--- src/rtl/time_glyph_streamer.sv ---
// BCD time-of-day counter that renders hh:mm:ss as a valid/ready pixel stream from an external glyph ROM.
// Build option HOUR12_EN: 12-hour display with blanked leading hour zero (counting stays 24-hour).
module time_glyph_streamer #(
  parameter int GLYPH_W = 13,
  parameter int GLYPH_H = 24,
  parameter int ADDR_W  = 9,
  parameter int PIX_W   = 24,
  parameter logic [PIX_W-1:0] FG_COLOR = 24'hFFFFFF,
  parameter logic [PIX_W-1:0] BG_COLOR = 24'h000000
) (
  input  logic               clk,
  input  logic               reset,
  input  logic               load_time,
  input  logic [23:0]        init_time,
  input  logic               tick_1s,
  input  logic               frame_start,
  output logic [ADDR_W-1:0]  rom_addr,
  input  logic [GLYPH_W-1:0] rom_data,
  output logic [PIX_W-1:0]   pix_data,
  output logic               pix_valid,
  input  logic               pix_ready,
  output logic               pix_last,
  output logic               busy,
  output logic               frame_done,
  output logic               pm_flag
);
  localparam int ROW_W = (GLYPH_H > 1) ? $clog2(GLYPH_H) : 1;
  localparam int COL_W = (GLYPH_W > 1) ? $clog2(GLYPH_W) : 1;
  localparam logic [ROW_W-1:0] ROW_LAST = ROW_W'(GLYPH_H - 1);
  localparam logic [COL_W-1:0] COL_LAST = COL_W'(GLYPH_W - 1);
  localparam logic [3:0] CODE_COLON = 4'd10;
`ifdef HOUR12_EN
  localparam logic [3:0] CODE_BLANK = 4'd11;
`endif

  typedef enum logic [2:0] {IDLE, ADDR, WAIT, SHIFT, DONE} state_e;
  typedef logic [7:0][3:0] codes_t;

  function automatic logic bcd_valid(input logic [23:0] t);
    logic hours_ok;
    hours_ok = (t[23:20] <= 4'd1 && t[19:16] <= 4'd9) || (t[23:20] == 4'd2 && t[19:16] <= 4'd3);
    return hours_ok && (t[15:12] <= 4'd5) && (t[11:8] <= 4'd9) && (t[7:4] <= 4'd5) && (t[3:0] <= 4'd9);
  endfunction

  function automatic logic [23:0] bcd_tick(input logic [23:0] t);
    logic [3:0] h1, h0, m1, m0, s1, s0;
    {h1, h0, m1, m0, s1, s0} = t;
    if (s0 != 4'd9) s0 = s0 + 4'd1;
    else begin
      s0 = 4'd0;
      if (s1 != 4'd5) s1 = s1 + 4'd1;
      else begin
        s1 = 4'd0;
        if (m0 != 4'd9) m0 = m0 + 4'd1;
        else begin
          m0 = 4'd0;
          if (m1 != 4'd5) m1 = m1 + 4'd1;
          else begin
            m1 = 4'd0;
            if (h1 == 4'd2 && h0 == 4'd3) begin
              h1 = 4'd0;
              h0 = 4'd0;
            end else if (h0 == 4'd9) begin
              h0 = 4'd0;
              h1 = h1 + 4'd1;
            end else h0 = h0 + 4'd1;
          end
        end
      end
    end
    return {h1, h0, m1, m0, s1, s0};
  endfunction

  // Character 0 (hour tens) lands in the top nibble.
  function automatic codes_t glyph_codes(input logic [23:0] t);
    logic [3:0] d1, d0;
`ifdef HOUR12_EN
    logic [4:0] hr, hd;
    hr = 5'(t[23:20]) * 5'd10 + 5'(t[19:16]);
    if (hr == 5'd0)       hd = 5'd12;
    else if (hr > 5'd12)  hd = hr - 5'd12;
    else                  hd = hr;
    if (hd >= 5'd10) begin
      d1 = 4'd1;
      d0 = 4'(hd - 5'd10);
    end else begin
      d1 = CODE_BLANK;
      d0 = hd[3:0];
    end
`else
    d1 = t[23:20];
    d0 = t[19:16];
`endif
    return {d1, d0, CODE_COLON, t[15:12], t[11:8], CODE_COLON, t[7:4], t[3:0]};
  endfunction

  state_e             state_q, state_d;
  logic [23:0]        time_q, time_d;
  codes_t             snap_q, snap_d;
  logic [2:0]         char_q, char_d;
  logic [ROW_W-1:0]   row_q, row_d;
  logic [COL_W-1:0]   col_q, col_d;
  logic [GLYPH_W-1:0] sh_q, sh_d;
  logic [ADDR_W-1:0]  rom_addr_q, addr_calc;
  logic [3:0]         cur_code;

  always_comb begin
    time_d = time_q;
    if (load_time)    time_d = bcd_valid(init_time) ? init_time : 24'h0;
    else if (tick_1s) time_d = bcd_tick(time_q);
  end

  assign cur_code  = snap_q[~char_q];
  assign addr_calc = ADDR_W'(cur_code) * ADDR_W'(GLYPH_H) + ADDR_W'(row_q);

  always_comb begin
    // NOTE: every next-state value gets a default first so no latch is inferred.
    state_d = state_q;
    snap_d  = snap_q;
    char_d  = char_q;
    row_d   = row_q;
    col_d   = col_q;
    sh_d    = sh_q;
    case (state_q)
      IDLE: if (frame_start) begin
        snap_d  = glyph_codes(time_q);
        char_d  = '0;
        row_d   = '0;
        col_d   = '0;
        state_d = ADDR;
      end
      ADDR: state_d = WAIT;
      WAIT: begin
        sh_d    = rom_data;
        col_d   = '0;
        state_d = SHIFT;
      end
      SHIFT: if (pix_ready) begin
        sh_d = {sh_q[GLYPH_W-2:0], 1'b0};
        if (col_q == COL_LAST) begin
          col_d   = '0;
          state_d = ADDR;
          if (row_q == ROW_LAST) begin
            row_d = '0;
            if (char_q == 3'd7) state_d = DONE;
            else                char_d  = char_q + 3'd1;
          end else row_d = row_q + ROW_W'(1);
        end else col_d = col_q + COL_W'(1);
      end
      DONE:    state_d = IDLE;
      default: state_d = IDLE;
    endcase
  end

  always_ff @(posedge clk) begin
    // NOTE: sequential state uses non-blocking assignments only.
    if (reset) begin
      state_q    <= IDLE;
      time_q     <= '0;
      snap_q     <= '0;
      char_q     <= '0;
      row_q      <= '0;
      col_q      <= '0;
      sh_q       <= '0;
      rom_addr_q <= '0;
    end else begin
      state_q <= state_d;
      time_q  <= time_d;
      snap_q  <= snap_d;
      char_q  <= char_d;
      row_q   <= row_d;
      col_q   <= col_d;
      sh_q    <= sh_d;
      if (state_q == ADDR) rom_addr_q <= addr_calc;
    end
  end

  assign rom_addr   = (state_q == ADDR) ? addr_calc : rom_addr_q;
  assign pix_valid  = (state_q == SHIFT);
  assign pix_data   = (pix_valid && sh_q[GLYPH_W-1]) ? FG_COLOR : BG_COLOR;
  assign pix_last   = pix_valid && (char_q == 3'd7) && (row_q == ROW_LAST) && (col_q == COL_LAST);
  assign busy       = (state_q != IDLE);
  assign frame_done = (state_q == DONE);
  assign pm_flag    = (time_q[23:20] == 4'd2) || (time_q[23:20] == 4'd1 && time_q[19:16] >= 4'd2);
endmodule

--- config.mk ---
export PLATFORM = sky130hd
export DESIGN_NAME = time_glyph_streamer
export DESIGN_NICKNAME = d
export VERILOG_FILES = /design/src/rtl/time_glyph_streamer.sv
export SDC_FILE = /design/constraint.sdc
export NUM_CORES = 1
export LEC_CHECK = 0
export CAP_MARGIN = 20
export CORE_AREA = 2 2 121 123
export DETAILED_ROUTE_END_ITERATION = 12
export DIE_AREA = 0 0 123 125
export DONT_BUFFER_PORTS = 1
export SLEW_MARGIN = 25
export SYNTH_ARGS = -nofsm -noshare
export SYNTH_HDL_FRONTEND = slang
export SYNTH_SLANG_ARGS = --single-unit
--- constraint.sdc ---
create_clock -name clk -period 9.8 [get_ports clk]
set_input_delay 1.96 -clock clk [delete_from_list [all_inputs] [get_ports clk]]
set_output_delay 1.96 -clock clk [all_outputs]
set_load 0.02 [all_outputs]
==> results.cfg, run 1 <==
[outcome]
status = complete, no violations

[finish]
diodes = 0
drive_gt1_frac = 0.08127
fin_area_mm2 = 0.005054
multi_input_area_mm2 = 0.002749
n_fill_cell = 1489
fin_nets = 622
register_area_mm2 = 0.001722
area_growth_pct = 4.394

[timing]
fin_setup_tns_ns = 0
max_freq_mhz = 177.2
finalSetupViolations = 0
fin_skew_ns = 0.006099
drv_slew = 0
worst_slew_pin_slew_ns = 0.9569
finalHoldViolations = 0
rsz0062_at_grt = no
slew_headroom = 0.3456
finalCritPeriodShare = 0.5759
post-route-min-period_ns = 5.644

[logic_synthesis]
synth_nets = 668
seq_area_frac_synth = 0.3556
synth_commonest_cells = 106 x nand2_1, 86 x dfxtp_1, 63 x a21oi_1, 44 x nor2_1, 30 x clkbuf_1
async_flop_share = 0
avgSynthCellArea_um2 = 7.949
synthCells = 609
synthTopCellsByArea = dfxtp_1 36%, nand2_1 8.2%, a21oi_1 6.5%, ha_1 3.6%, buf_4 3.6%
yosys.area.top_type = dfxtp_1
synth-seq-cells = 86
synth_top_area_share = 0.3556
synth_flop_cell = dfxtp_1
yosysMostFrequentCell = nand2_1
synth-edff-count = 0
synth.distinct_cells = 68
yosysWarningCount = 0
netlist_area_mm2 = 0.004841

[detailed_routing]
first_iter_violations = 279
drt-total-wl_um = 11120
first_pass_iters = 4
num_vias = 3959
drcViolationCount = 0
postRouteAntennaNets = 0
avgRoutedWirePerCell_um = 14.83
viasPerCell = 5.279

[grt]
grt_overflow = 0
grt_pass1_vias = 3803
antenna_found_initial = 0
grt_max_degree = 80
grt_pass1_wl_um = 18500
grt_usage = 0.1512

[cts]
cts.sinks = 86
path_clk_slew_ns = 0.06
clk_latency_ns = 0.34
cts_setup_buffers = 0
cts_buffers = 9
cts.path.max_buffers = 2
cts-root-buf = clkbuf_16
holdBufCountCts = 0
htreeDepth = 3
cts_resized = 0
cts_tree = built

[power]
power.leakage_nw = 1.746
irDropWorstVdd_mv = 0.08244
pwr_density_cell_mw_per_mm2 = 149.1

[floorplanning]
initial_core_util = 0.3408
rows = 44
die_y_um = 125
ios = 81
core-area_mm2 = 0.01420
die-width_um = 123
dieArea_mm2 = 0.01538

[setup_path]
path_max_fanout = 15
worst-setup-path-type = flip-flop to output port
worstPathRequired_ns = 7.84
start_kind = flip-flop
critical_path_arrival_ns = 3.68
end_kind = output port

[placement]
placed_area_mm2 = 0.004795
io_buffers = 0
place_congestion = 0.7850
dp_hpwl_um = 7868

[worst_hold_path]
min_path_type = flip-flop to flip-flop

[run]
cap_violations = 0
[final cells by class]
class	instances	area share
Multi-Input combinational cell	444	0.5439
Sequential cell	86	0.3407
Tap cell	184	0.04556
Clock buffer	10	0.04531
Inverter	19	0.01411
Clock inverter	4	0.005199
Timing Repair Buffer	3	0.005199
[layer usage]
metal | vias up | global-route usage | wire length (um)
met5 | - | 0 | 0
met1 | 1836 | 0.2050 | 5287
met4 | 0 | 0.04947 | 156
met3 | 10 | 0.04836 | 783
met2 | 80 | 0.2272 | 4894
li1 | 2033 | - | -
[worst max-delay path, cell delays in order (launching register included)]
cell and delay [ns]:
dfxtp_1 0.73, mux4_2 0.58, mux2_2 0.32, ha_1 0.24, fa_1 0.41, xnor2_1 0.29
nand3_1 0.13, xor3_1 0.22, a21oi_1 0.43
[state kept, by name, indices dropped and copies added, names as in the netlist]
register    count
snap_q         25
time_q         24
sh_q           13
rom_addr_q      9
row_q           5
col_q           4
char_q          3
state_q         3
[cells by family (layout without fill, tap and decap cells)]
group                    count (synthesis)  after routing  share of synthesized area
AO/OA/AOI/OAI                          146            146                     0.1949
flip-flops                              86             86                     0.3556
buffers and inverters                   79             36                    0.08141
multiplexers                            17             17                    0.04342
adder cells (fa/ha/maj)                 16             16                    0.04446
XOR/XNOR                                13             13                    0.02662
AND/OR/NAND/NOR                        252            252                     0.2536
[stage by stage]
stage                     utilization  std cells  hold slack [ns]  worst slack, ns  power (mW)
after floorplan                     -        609           0.4329            4.601      0.4462
after global placement         0.3371        736           0.4451            4.596      0.4519
after detailed placement       0.3376        736           0.4419            4.504      0.4553
after CTS                      0.3555        750           0.4506            4.133      0.7670
after global routing           0.3558        750           0.4723            3.934      0.7914
final                          0.3558        750           0.4516            4.156      0.7533
[cell usage in the layout (no fill, tap or decap), types with 4 or more instances in the layout]
master     instances
a211oi_1           6
a31oi_1            4
or3_1              6
ha_1              14
nand2_1          106
nand3b_1           5
and2_1            10
nor3_1            19
a22oi_1            8
a311oi_1          15
nor2b_1            7
o211ai_1           5
nand2b_1           6
nand3_1           10
a21oi_1           63
nor2_1            44
dfxtp_1           86
nand4_1            6
or4_1              5
xnor2_1            7
mux2_2            12
clkbuf_16          9
o21ai_0           19
xor2_1             5
inv_1             18
[power by group]
| part | leakage (nW) | internal [mW] | switching, mW |
|---|---|---|---|
| Clock | 0.124 | 0.168 | 0.138 |
| Sequential | 0.698 | 0.362 | 0.0125 |
| Combinational | 0.924 | 0.0255 | 0.0474 |
[path summary, 6_finish.rpt]
kind	start	to	slack [ns]	cells after the start
worst max-delay path	char_q[1]	rom_addr[7]	4.16	8
worst min-delay path	snap_q[19]	snap_q[19]	0.45	2
worst max register to register	char_q[1]	rom_addr_q[6]	6.37	8
worst min register to register	snap_q[19]	snap_q[19]	0.45	2
No activity file was read; power rests on OpenSTA's default activity.
==> run 2: changes to the inputs <==
ABC_AREA = 1   (was default)
CORE_AREA = 2 2 123 125   (was 2 2 121 123)
DIE_AREA = 0 0 125 127   (was 0 0 123 125)
clock period = 5.2 ns   (was 9.8 ns; I/O delays follow)
==> run 2 against run 1 <==
Against the previous run: clock skew rose by 0.0010 ns; synthesized area up 3.1%; combinational power rose to 12 times the previous value; sequential power increased by 130%; non-clock buffer count up 3; critical path depth up 5; register-to-register slack lost 4.5 ns; critical endpoint is now rom_addr[6]; first-iteration DRC count shrank 31%.
==> results.cfg, run 2 <==
[worst_hold_path]
min_path_type = flip-flop to flip-flop

[timing]
finalCritPeriodShare = 0.8594
slew_headroom = 0.4552
finalHoldViolations = 0
fin_skew_ns = 0.007137
max_freq_mhz = 223.8
drv_slew = 0
post-route-min-period_ns = 4.469
rsz0062_at_grt = no
worst_slack_ns = 0.7311
finalSetupViolations = 0
fin_setup_tns_ns = 0
worst_slew_pin_slew_ns = 0.8087

[power]
irDropWorstVdd_mv = 0.1805
power.leakage_nw = 2.190
pwr_density_cell_mw_per_mm2 = 447.4

[logic_synthesis]
yosys.area.top_type = dfxtp_1
synthCells = 701
synth_flop_cell = dfxtp_1
seq_area_frac_synth = 0.3449
synth-seq-cells = 86
synth_top_area_share = 0.3449
synth.distinct_cells = 50
synthTopCellsByArea = dfxtp_1 34%, nand2_1 8.9%, a21oi_1 7.7%, inv_1 7.2%, o21ai_0 5.9%
yosysMostFrequentCell = nand2_1
async_flop_share = 0
synth_commonest_cells = 118 x nand2_1, 96 x inv_1, 86 x dfxtp_1, 77 x a21oi_1, 59 x o21ai_0
yosysWarningCount = 0
netlist_area_mm2 = 0.004992
avgSynthCellArea_um2 = 7.122
synth-edff-count = 0
synth_nets = 760

[setup_path]
max_stage_delay_ns = 0.64
worstPathRequired_ns = 4.16
path_max_fanout = 10
critical_path_arrival_ns = 3.43
crit_chain = inv_2 -> nor2_1 -> inv_1 -> o22ai_1 -> a21oi_1 -> a32oi_1 -> ha_1 -> ha_1 -> nand2_1 -> inv_1 -> o21ai_0 -> xnor2_1 -> o21ai_0
worst-setup-path-type = flip-flop to output port
cp_top_family = compound AO/OA/AOI/OAI gates
start_kind = flip-flop
cp_slowest_cell = o21ai_0
end_kind = output port
cp_num_buf_inv = 3

[floorplanning]
initial_core_util = 0.3461
rows = 44
dieArea_mm2 = 0.01588
ios = 81
die_y_um = 127
die-width_um = 125
core-area_mm2 = 0.01442

[finish]
layout_common_cells = 118 x nand2_1, 96 x inv_1, 86 x dfxtp_1
largest_register = snap_q
final_common_cell = nand2_1
fin_nets = 730
reg_top3 = snap_q (25), time_q (24), sh_q (13)
drive_gt1_frac = 0.1037
diodes = 0
area_growth_pct = 6.065
largest_register_ffs = 25

[detailed_routing]
num_vias = 4203
postRouteAntennaNets = 0
first_iter_violations = 192
drt-total-wl_um = 11090
viasPerCell = 4.893
drcViolationCount = 0
avgRoutedWirePerCell_um = 12.91
first_pass_iters = 4

[cts]
holdBufCountCts = 0
cts_buffers = 9
cts_setup_buffers = 0
cts_tree = built
path_clk_slew_ns = 0.06
cts.sinks = 86
cts-root-buf = clkbuf_16
htreeDepth = 3
clk_latency_ns = 0.34
cts.path.max_buffers = 2
cts_resized = 0

[grt]
grt_max_degree = 41
grt_usage = 0.1440
antenna_found_initial = 0
grt_overflow = 0
grt_pass1_vias = 3942
grt_pass1_wl_um = 18930

[placement]
place_congestion = 0.7949
place_ws_ns = 1.092
io_buffers = 0
dp_hpwl_um = 8100

[run]
cap_violations = 0

[outcome]
status = complete, no violations
run 2: path summary, 6_finish.rpt:
path	cells after the start	to	slack, ns	startpoint
setup / recovery	13	rom_addr[6]	0.73	char_q[0]
hold / removal	2	snap_q[29]	0.46	snap_q[29]
setup reg to reg	14	rom_addr_q[6]	1.83	char_q[0]
hold reg to reg	2	snap_q[29]	0.46	snap_q[29]
run 2: power by group:
part | switching, mW | internal, mW | total (mW)
Combinational | 0.581 | 0.271 | 0.852
Clock | 0.253 | 0.418 | 0.671
Sequential | 0.0638 | 0.782 | 0.846
run 2: final cells by class:
class	instances	area, um^2
fill	1581	9129
multi-input combinational	463	2575
sequential	86	1722
inverter	105	397.9
clock buffer	11	232.7
tap	184	230.2
clock inverter	4	72.57
timing repair buffer	6	65.06
run 2: kinds of logic after synthesis:
family / synth area share
buffers and inverters: 0.1409
xor gates and xnor gates: 0.01404
adders and majority gates: 0.04311
DFF: 0.3449
and+or+nand+nor: 0.2356
AOI/OAI and AO/OA: 0.2216
run 2: tightest hold or removal path: stages, from the launching register on:
cell	delay, ns
dfxtp_1	0.30
inv_1	0.06
a21oi_1	0.05
run 2: through the flow:
stage | area [um^2] | hold slack (ns) | util | instances | power [mW]
after floorplan | 4992 | 0.4245 | - | 701 | 1.581
after global placement | 4990 | 0.4510 | 0.3459 | 844 | 1.702
after detailed placement | 4990 | 0.4494 | 0.3459 | 844 | 1.711
after CTS | 5295 | 0.4573 | 0.3671 | 859 | 2.391
after global routing | 5295 | 0.4779 | 0.3671 | 859 | 2.547
final | 5295 | 0.4582 | 0.3671 | 859 | 2.369
run 2: routing by layer:
metal | vias to the layer above | part of all wire | global-route usage
met1 | 1868 | 0.50 | 0.1960
met4 | 0 | 0.012 | 0.03203
met3 | 8 | 0.055 | 0.03643
met2 | 93 | 0.43 | 0.2318
li1 | 2234 | - | -
met5 | - | 0 | 0
==> run 3: changes to the inputs <==
clock period = 4.09 ns   (was 5.2 ns; I/O delays follow)
==> run 3 against run 2 <==
Against the previous run: setup slack lost 0.38 ns; flip-flop and latch count did not move; design area hardly changed; global-route usage grew 0.45 points; utilization barely moved; clock skew shrank 0.0020 ns; cell count increased by 0.23%; register-to-register slack lost 0.41 ns; clock-buffer cell count unchanged; die area is the same; largest cell class unchanged.
==> results.cfg, run 3 (same netlist as run 2, synthesis figures left out) <==
[outcome]
status = complete, no violations

[detailed_routing]
drcViolationCount = 0
wl_met3_um = 608
met2_wirelength_um = 4962
num_vias = 4230
wl_met1_um = 5673
drt-total-wl_um = 11370
postRouteAntennaNets = 0
dr.max_layer_used = met4
avgRoutedWirePerCell_um = 13.21
viasPerCell = 4.913
first_pass_iters = 4
first_iter_violations = 210

[worst_hold_path]
min_path_type = flip-flop to flip-flop

[finish]
final_common_cell = nand2_1
layout_common_cells = 118 x nand2_1, 96 x inv_1, 84 x dfxtp_1
drive_gt1_frac = 0.1108
reg_top3 = snap_q (25), time_q (24), sh_q (13)
fin_nets = 731
largest_register_ffs = 25
area_growth_pct = 6.165
layoutNonFillerInstCount = 861
largest_register = snap_q
diodes = 0

[power]
irDropWorstVdd_mv = 0.2628
seqPwrFrac = 0.360
p_clk_frac = 0.276
p_int_mw = 1.822
p_sw_frac = 0.3913
power_frac_comb = 0.364
p_switching_mw = 1.171
pwr_density_cell_mw_per_mm2 = 564.8
power.leakage_nw = 2.179

[grt]
grt_usage = 0.1485
grt_overflow = 0
grt_pass1_vias = 4006
grt_pass1_wl_um = 19280
grt_max_degree = 41
antenna_found_initial = 0

[floorplanning]
die-width_um = 125
initial_core_util = 0.3461
ios = 81
dieArea_mm2 = 0.01588
die_y_um = 127
core-area_mm2 = 0.01442
rows = 44

[placement]
dp_cells = 845
dp_hpwl_um = 8225
place_congestion = 0.8199
io_buffers = 0
place_ws_ns = 0.3744

[setup_path]
worstPathRequired_ns = 3.27
start_kind = flip-flop
r2r-end = rom_addr_q[6]
path_max_fanout = 10
setup.worst_path.end = rom_addr[8]
critical_path_arrival_ns = 2.92
r2r-start = char_q[0]
end_kind = output port
reg2reg_slack_ns = 1.42
worst-setup-path-type = flip-flop to output port
rr_worst_depth = 15
crit_start = char_q[0]

[run]
cap_violations = 0

[timing]
rsz0062_at_grt = no
post-route-min-period_ns = 3.739
worst_slack_ns = 0.3510
finalSetupViolations = 0
finalCritPeriodShare = 0.9142
fin_setup_tns_ns = 0
finalHoldViolations = 0
drv_slew = 0
fin_skew_ns = 0.005148
worst_slew_pin_slew_ns = 0.8607
slew_headroom = 0.4256
max_freq_mhz = 267.5

[cts]
clk_latency_ns = 0.35
cts_buffers = 9
path_clk_slew_ns = 0.06
cts_setup_buffers = 0
htreeDepth = 3
cts.sinks = 86
cts.path.max_buffers = 2
cts-root-buf = clkbuf_16
cts_tree = built
[run 3: routing by layer]
metal  vias up  track usage
li1       2234            -
met5         -            0
met1      1889       0.2001
met3        10      0.03978
met2        97       0.2379
met4         0      0.03725
[run 3: cell type report]
| type | count | area (um^2) |
|---|---|---|
| inverters | 105 | 397.9 |
| repair buffers | 7 | 72.57 |
| fillers | 1578 | 9124 |
| clock inverters | 5 | 60.06 |
| flip-flops and latches | 86 | 1724 |
| clock buffers | 11 | 232.7 |
| well taps | 184 | 230.2 |
| multi-input cells | 463 | 2582 |
[run 3: power by group through the flow]
stage,combinational (mW),sequential (mW),clock (mW)
5_1_grt,1.24,1.10,0.879
2_1_floorplan,0.945,1.07,0
4_1_cts,1.10,1.08,0.850
6_report,1.09,1.08,0.828
3_3_place_gp,1.09,1.09,0
3_5_place_dp,1.09,1.09,0
[run 3: how the worst min path moves through the flow]
stage | to | start | slack [ns] | cells after the start
finish | snap_q[1] | snap_q[1] | 0.46 | 2
global route | snap_q[26] | snap_q[26] | 0.48 | 2
CTS | snap_q[26] | snap_q[26] | 0.46 | 2
detailed placement | snap_q[26] | snap_q[26] | 0.45 | 2
global placement | snap_q[26] | snap_q[26] | 0.45 | 2
floorplan | snap_q[26] | snap_q[26] | 0.42 | 2
[run 3: stage by stage]
step	power, mW	cell area [um^2]	hold WS, ns	utilization
after floorplan	2.010	4992	0.4245	-
after global placement	2.176	4997	0.4490	0.3465
after detailed placement	2.184	4997	0.4490	0.3465
after CTS	3.026	5298	0.4581	0.3673
after global routing	3.215	5300	0.4773	0.3675
final	2.993	5300	0.4601	0.3675
[run 3: critical path: stages, from the launching register on]
cell	delay [ns]
dfxtp_2	0.42
inv_2	0.09
nor2_1	0.13
inv_1	0.08
o22ai_1	0.11
a21oi_1	0.08
a32oi_2	0.26
ha_1	0.32
ha_1	0.28
nand2_1	0.06
inv_1	0.04
o21ai_1	0.18
nor2_1	0.09
nand3_1	0.09
nand2_1	0.05
nand3_1	0.06
nand2_1	0.07
inv_1	0.17
[run 3: repair_timing]
item / in CTS / in global routing
hold endpoints to repair: 0 / 0
setup endpoints to repair: 1 / 3
resized for setup: 1 / 3
hold buffers: 0 / 0
